$ cat config.mk
export PLATFORM = sky130hd
export DESIGN_NAME = reg_file_param
export DESIGN_NICKNAME = d
export VERILOG_FILES = /design/src/rtl/reg_file_param.sv
export SDC_FILE = /design/constraint.sdc
export NUM_CORES = 1
export LEC_CHECK = 0
export CORE_MARGIN = 10
export CORE_UTILIZATION = 50
export DETAILED_ROUTE_END_ITERATION = 8
export PLACE_DENSITY = 0.71
export SYNTH_ARGS = -nofsm -noshare
export SYNTH_HDL_FRONTEND = slang
export SYNTH_SLANG_ARGS = --single-unit
$ cat constraint.sdc
create_clock -name clk -period 2.8 [get_ports clk]
set_input_delay 0.56 -clock clk [delete_from_list [all_inputs] [get_ports clk]]
set_output_delay 0.56 -clock clk [all_outputs]
set_load 0.05 [all_outputs]
$ cat src/rtl/reg_file_param.sv
`default_nettype none
// ============================================================================
// Module   : reg_file_param
// Brief    : Dual-read, dual-write register file with forwarding and a
//            sequential zero-fill (wipe) engine.
// Revision : 1.0 - initial release
// ============================================================================
module reg_file_param #(
    parameter int WIDTH   = 16,
    parameter int DEPTH   = 16,
    parameter int AW      = 4,
    parameter int ZERO_R0 = 0
) (
    input  logic             clk,
    input  logic             clear,
    input  logic [AW-1:0]    Aaddr,
    input  logic [AW-1:0]    Baddr,
    output logic [WIDTH-1:0] A,
    output logic [WIDTH-1:0] B,
    input  logic             load,
    input  logic [AW-1:0]    Caddr,
    input  logic [WIDTH-1:0] C,
    input  logic             loadD,
    input  logic [AW-1:0]    Daddr,
    input  logic [WIDTH-1:0] D,
    input  logic             wipe,
    output logic             busy,
    output logic             done
);

    typedef enum logic [0:0] {
        S_IDLE = 1'b0,
        S_WIPE = 1'b1
    } state_t;

    localparam logic [AW-1:0] c_last = AW'(DEPTH - 1);

    state_t           r_state;
    state_t           w_state_next;
    logic [AW-1:0]    r_cnt;
    logic [AW-1:0]    w_cnt_next;
    logic             w_done_next;
    logic [WIDTH-1:0] r_mem [DEPTH];

    logic w_wiping;
    logic w_zero_c;
    logic w_zero_d;
    logic w_we_c;
    logic w_we_d;

    assign w_wiping = (r_state == S_WIPE);
    assign w_zero_c = (ZERO_R0 != 0) && (Caddr == '0);
    assign w_zero_d = (ZERO_R0 != 0) && (Daddr == '0);
    assign w_we_c   = load && !w_wiping && !w_zero_c;
    // Port C owns a shared address, so port D backs off whenever C targets it.
    assign w_we_d   = loadD && !w_wiping && !w_zero_d && !(load && (Daddr == Caddr));

    // Value a register will hold after the current edge.
    function automatic logic [WIDTH-1:0] f_fwd(input logic [AW-1:0] addr);
        logic [WIDTH-1:0] v;
        v = r_mem[addr];
        if (w_we_d && (addr == Daddr)) v = D;
        if (w_we_c && (addr == Caddr)) v = C;
        if (w_wiping && (addr == r_cnt)) v = '0;
        if ((ZERO_R0 != 0) && (addr == '0)) v = '0;
        return v;
    endfunction

    always_comb begin
        w_state_next = r_state;
        w_cnt_next   = r_cnt;
        w_done_next  = 1'b0;
        busy         = (r_state == S_WIPE);
        case (r_state)
            S_IDLE: begin
                if (wipe) begin
                    w_state_next = S_WIPE;
                    w_cnt_next   = '0;
                end
            end
            S_WIPE: begin
                w_cnt_next = r_cnt + 1'b1;
                if (r_cnt == c_last) begin
                    w_state_next = S_IDLE;
                    w_done_next  = 1'b1;
                end
            end
            default: w_state_next = S_IDLE;
        endcase
    end

    always_ff @(posedge clk) begin
        if (clear) begin
            r_state <= S_IDLE;
            r_cnt   <= '0;
            done    <= 1'b0;
            A       <= '0;
            B       <= '0;
            for (int i = 0; i < DEPTH; i++) r_mem[i] <= '0;
        end else begin
            r_state <= w_state_next;
            r_cnt   <= w_cnt_next;
            done    <= w_done_next;
            A       <= f_fwd(Aaddr);
            B       <= f_fwd(Baddr);
            if (w_wiping) begin
                r_mem[r_cnt] <= '0;
            end else begin
                if (w_we_c) r_mem[Caddr] <= C;
                if (w_we_d) r_mem[Daddr] <= D;
            end
        end
    end

endmodule
`default_nettype wire

After elaboration in Yosys (flattened, before gate mapping) --
Memories as Yosys holds them, arrays and structs flattened. A register that Yosys moved wholly into a read port is not among the register bits. Cells that the tools add are included.
Word-level totals: memories 1, bits in writable memories 256, register bits 6, output and inout port bits 34, word-level logic and storage cells 53, bits of input ports 53
Memories:
- r_mem | words 16, bits a word 16, rd ports 2, clocked after memory_dff 2, write ports 16, line 43 | logic [WIDTH-1:0] r_mem [DEPTH];
Operators by class: $add $sub $neg 1, multiplexer cells 28, equality and inequality tests 5, bitwise gates (word level) 1, reduce and logical (&&, ||, !) cells 14
Operator list (number):
- 16-bit 2-to-1 mux | 3
- 16-bit OR reduction | 3
- 1-bit 2-to-1 mux | 19
- 4-bit 2-to-1 mux | 4
- 4-bit == test | 3
- 4-bit one-hot mux with 2 select lines | 1
- 1-bit logical AND | 6
- 2-bit OR reduction | 3
- 4-bit by 1-bit adder with 4-bit output, second input constant | 1
- 4-bit == test, second input constant | 1
- 1-bit zero test | 2
- 2-bit inequality test, second input constant | 1
- 1-bit one-hot mux with 2 select lines | 1
- 1-bit NOT | 1

Longest topological paths before layout --
depth in word-level cells 10, gate-level depth with buffers 9

Worst setup path after synthesis --
No wires, ideal clock.
kind register to register, start point register r_state, in the netlist busy, end point memory r_mem[5][0], enable pin, stages on the path, launching flop included 9, data arrival time 2.446 ns, path slack -0.017 ns, clock period less this slack 2.817 ns, required time 2.428 ns, cell sequence dfxtp_1 > buf_2 > nor3b_2 > nor2b_1 > o21ai_0 > nor2_1 > clkbuf_1 > nor2_1 > nand2_1
RTL lines:
- from (decl) | line 38 | state_t r_state;
- from (signal assigned) | line 101 | r_state <= w_state_next;
- to (decl) | line 43

Worst setup path after layout --
start point register r_state, in the netlist busy, end point output busy
RTL lines:
- to (decl) | line 27 | output logic busy,
No word-level cell between the ends.

==> results by group <==
Clock network
  • Clock sink total: 294
  • Cts repair resizes: 0
  • CTS tree: built
  • Skew-Pair Late Insertion Delay: 0.58 ns
  • CTS buffer count: 30
  • Maximum clock insertion buffer count: 3
  • Clk root buf: clkbuf_16
  • Clk slew on worst S/H paths: 0.06 ns
  • Post-CTS Setup Bufs: 0
  • H-tree levels: 1
  • CTS Hold Buffers Added: 0

STA
  • Achievable frequency: 380 MHz
  • Pins Over Slew Limit: 0
  • RSZ-0062 raised after global routing: no
  • Final setup TNS: 0 ns
  • Clock Skew: 0.0142 ns
  • Slew HR: 0.367
  • Tcrit/Tclk final: 0.939
  • Final hold violation count: 0
  • Min Tclk post-route: 2.63 ns
  • Slew @ Worst Pin: 0.947 ns
  • Final setup vio count: 0

Floorplanning
  • Floorplan core area: 33400 µm²
  • Die X-Extent: 204 µm
  • IO Pins: 87
  • Die area: 41500 µm²
  • Initial Util: 0.504
  • Row cnt: 67
  • Die Span Y: 204 µm

Route
  • Wirelength per Cell: 29.7 µm
  • Vias per Instance: 6.99
  • Via count: 13200
  • Drt total wl: 56200 µm
  • DRC: 0
  • DR iter-0 viols: 2190
  • Antenna viol nets, final: 0
  • Pre-antenna DRT Iters: 7

Global route
  • Largest net degree at the start of global routing: 48
  • Vias in the first global route: 13000
  • Total track usage: 0.266
  • First-pass GRT wire length: 83600 µm
  • Antenna violations before repair: 0
  • Congestion Overflow GR: 0

Setup path
  • Kind of critical path: flip-flop to output pin
  • CP Depth: 2
  • Reg2reg start: busy
  • CP Capture Type: output pin
  • R2R setup slack: 0.47 ns
  • Reg2Reg Depth: 8
  • Crit path launch: busy
  • Crit path cell chain: buf_4 > clkdlybuf4s50_1
  • CP bufs+invs: 2
  • WP data arrival: 2.07 ns
  • Worst path required time: 2.24 ns
  • CP top delay family: buffers and inverters
  • Crit-path slowest cell: clkdlybuf4s50_1
  • CP peak stage delay: 0.85 ns
  • Crit Path Max Fanout: 22
  • Critical Path Start Type: flip-flop

Power
  • Pwr Density: 545 nW/µm²
  • Pwr Total: 10.8 mW
  • Pleak: 6.65 nW
  • Peak supply drop: 0.545 mV

Cells and area
  • Nets: 1473
  • Fin util: 0.593
  • Area delta synth->final: 17.6%
  • Share of layout cells above drive strength 1: 0.227

Synthesis
  • Synthesized area: 16900 µm²
  • Post-synth top area share: 0.456
  • Synthesis-stage register bit count: 294
  • Syn nets: 1415
  • Sequential area share after synthesis: 0.501
  • Area leader, netlist: edfxtp_1
  • Main flop type after synthesis: edfxtp_1
  • Syn Inst Count: 1361
  • Post-synthesis cell type count: 47
  • Post-synth EDFFs: 256
  • Yosys warnings: 0
  • Async set or reset register ratio after synthesis: 0
  • Synth area leaders: edfxtp_1 46%, mux4_2 17%, o2bb2ai_1 5.0%, dfxtp_1 4.5%, nand2_1 4.3%
  • Mapped Avg Cell Area: 12.4 µm²

Placed design
  • HPWL Detailed: 38300 µm
  • IO buf count: 86
  • Final GP Congestion: 0.931

Status
  • Run status: complete, no violations

Flow run
  • Max Cap Viol: 0

Hold path
  • Hold Path Cell Cnt: 2
  • HP Class: flip-flop to flip-flop
  • Hold path start: r_cnt[3]
[cell type report]
class / instances / area [µm²]
well taps: 448 / 561
repair buffers: 207 / 2140
inverters: 2 / 7.51
fillers: 2549 / 13600
multi-input cells: 884 / 7700
diodes: 1 / 2.50
flip-flops and latches: 294 / 8450
clock buffers: 38 / 781
clock inverters: 17 / 193
[through the flow]
| stage | hold slack (ns) | worst slack (ns) | cells | cell area (µm²) |
|---|---|---|---|---|
| 6_report | 0.668 | 0.170 | 1891 | 19800 |
| 5_1_grt | 0.703 | 0.127 | 1890 | 19800 |
| 4_1_cts | 0.657 | 0.157 | 1890 | 19800 |
| 3_5_place_dp | 0.647 | -0.215 | 1835 | 18900 |
| 3_3_place_gp | 0.642 | -0.135 | 1835 | 18900 |
| 2_1_floorplan | 0.565 | 0.0374 | 1361 | 16900 |
[cell usage after synthesis (all sizes together), types with 15 or more instances]
cell type / number
a21o: 16
a22o: 64
a22oi: 64
a311oi: 32
and2: 19
buf: 51
clkbuf: 130
dfxtp: 38
edfxtp: 256
mux4: 128
nand2: 192
nor2: 55
nor3: 15
o21ai: 99
o2bb2ai: 97
xor2: 15
[registers in the layout, indices dropped and copies added (netlist names)]
signal  cells
r_mem     256
B          16
done        1
r_cnt       4
A          16
busy        1
[metal layers]
metal  GRT usage  share of wire
met1       0.350           0.37
met3      0.0820           0.14
met4      0.0834          0.031
met5           0              0
met2       0.416           0.46
[worst paths after layout]
path,to
hold / removal,done
setup / recovery,busy
setup reg to reg,B[13]
hold reg to reg,done
[cell families after synthesis]
| family | share of synthesized area |
|---|---|
| adder cells (fa/ha/maj) | 0.000742 |
| XOR/XNOR | 0.0145 |
| AO/OA/AOI/OAI | 0.170 |
| multiplexers | 0.176 |
| flip-flops | 0.501 |
| AND/OR/NAND/NOR | 0.0932 |
| buffers and inverters | 0.0450 |
[placed cells by master, fill, tap and decap left out, types with 55 or more instances in the layout]
| cell | n |
|---|---|
| a22o_1 | 64 |
| buf_4 | 92 |
| nor2_1 | 55 |
| o21ai_0 | 99 |
| edfxtp_1 | 256 |
| clkdlybuf4s50_1 | 82 |
| mux4_2 | 128 |
| nand2_1 | 190 |
| a22oi_1 | 64 |
| o2bb2ai_1 | 97 |
[tightest hold or removal path: stages, from the launching register on]
cell and delay, ns:
dfxtp_1 0.43, nand4_1 0.15, nor2_1 0.04
[report_power, final]
| part | leakage (nW) | switching (mW) | total (mW) | internal (mW) |
|---|---|---|---|---|
| clock network | 0.467 | 1.73 | 4.06 | 2.33 |
| registers | 2.97 | 0.105 | 5.08 | 4.97 |
| logic | 3.21 | 0.982 | 1.67 | 0.687 |
Note: power is estimated with default switching activity, not from simulation.
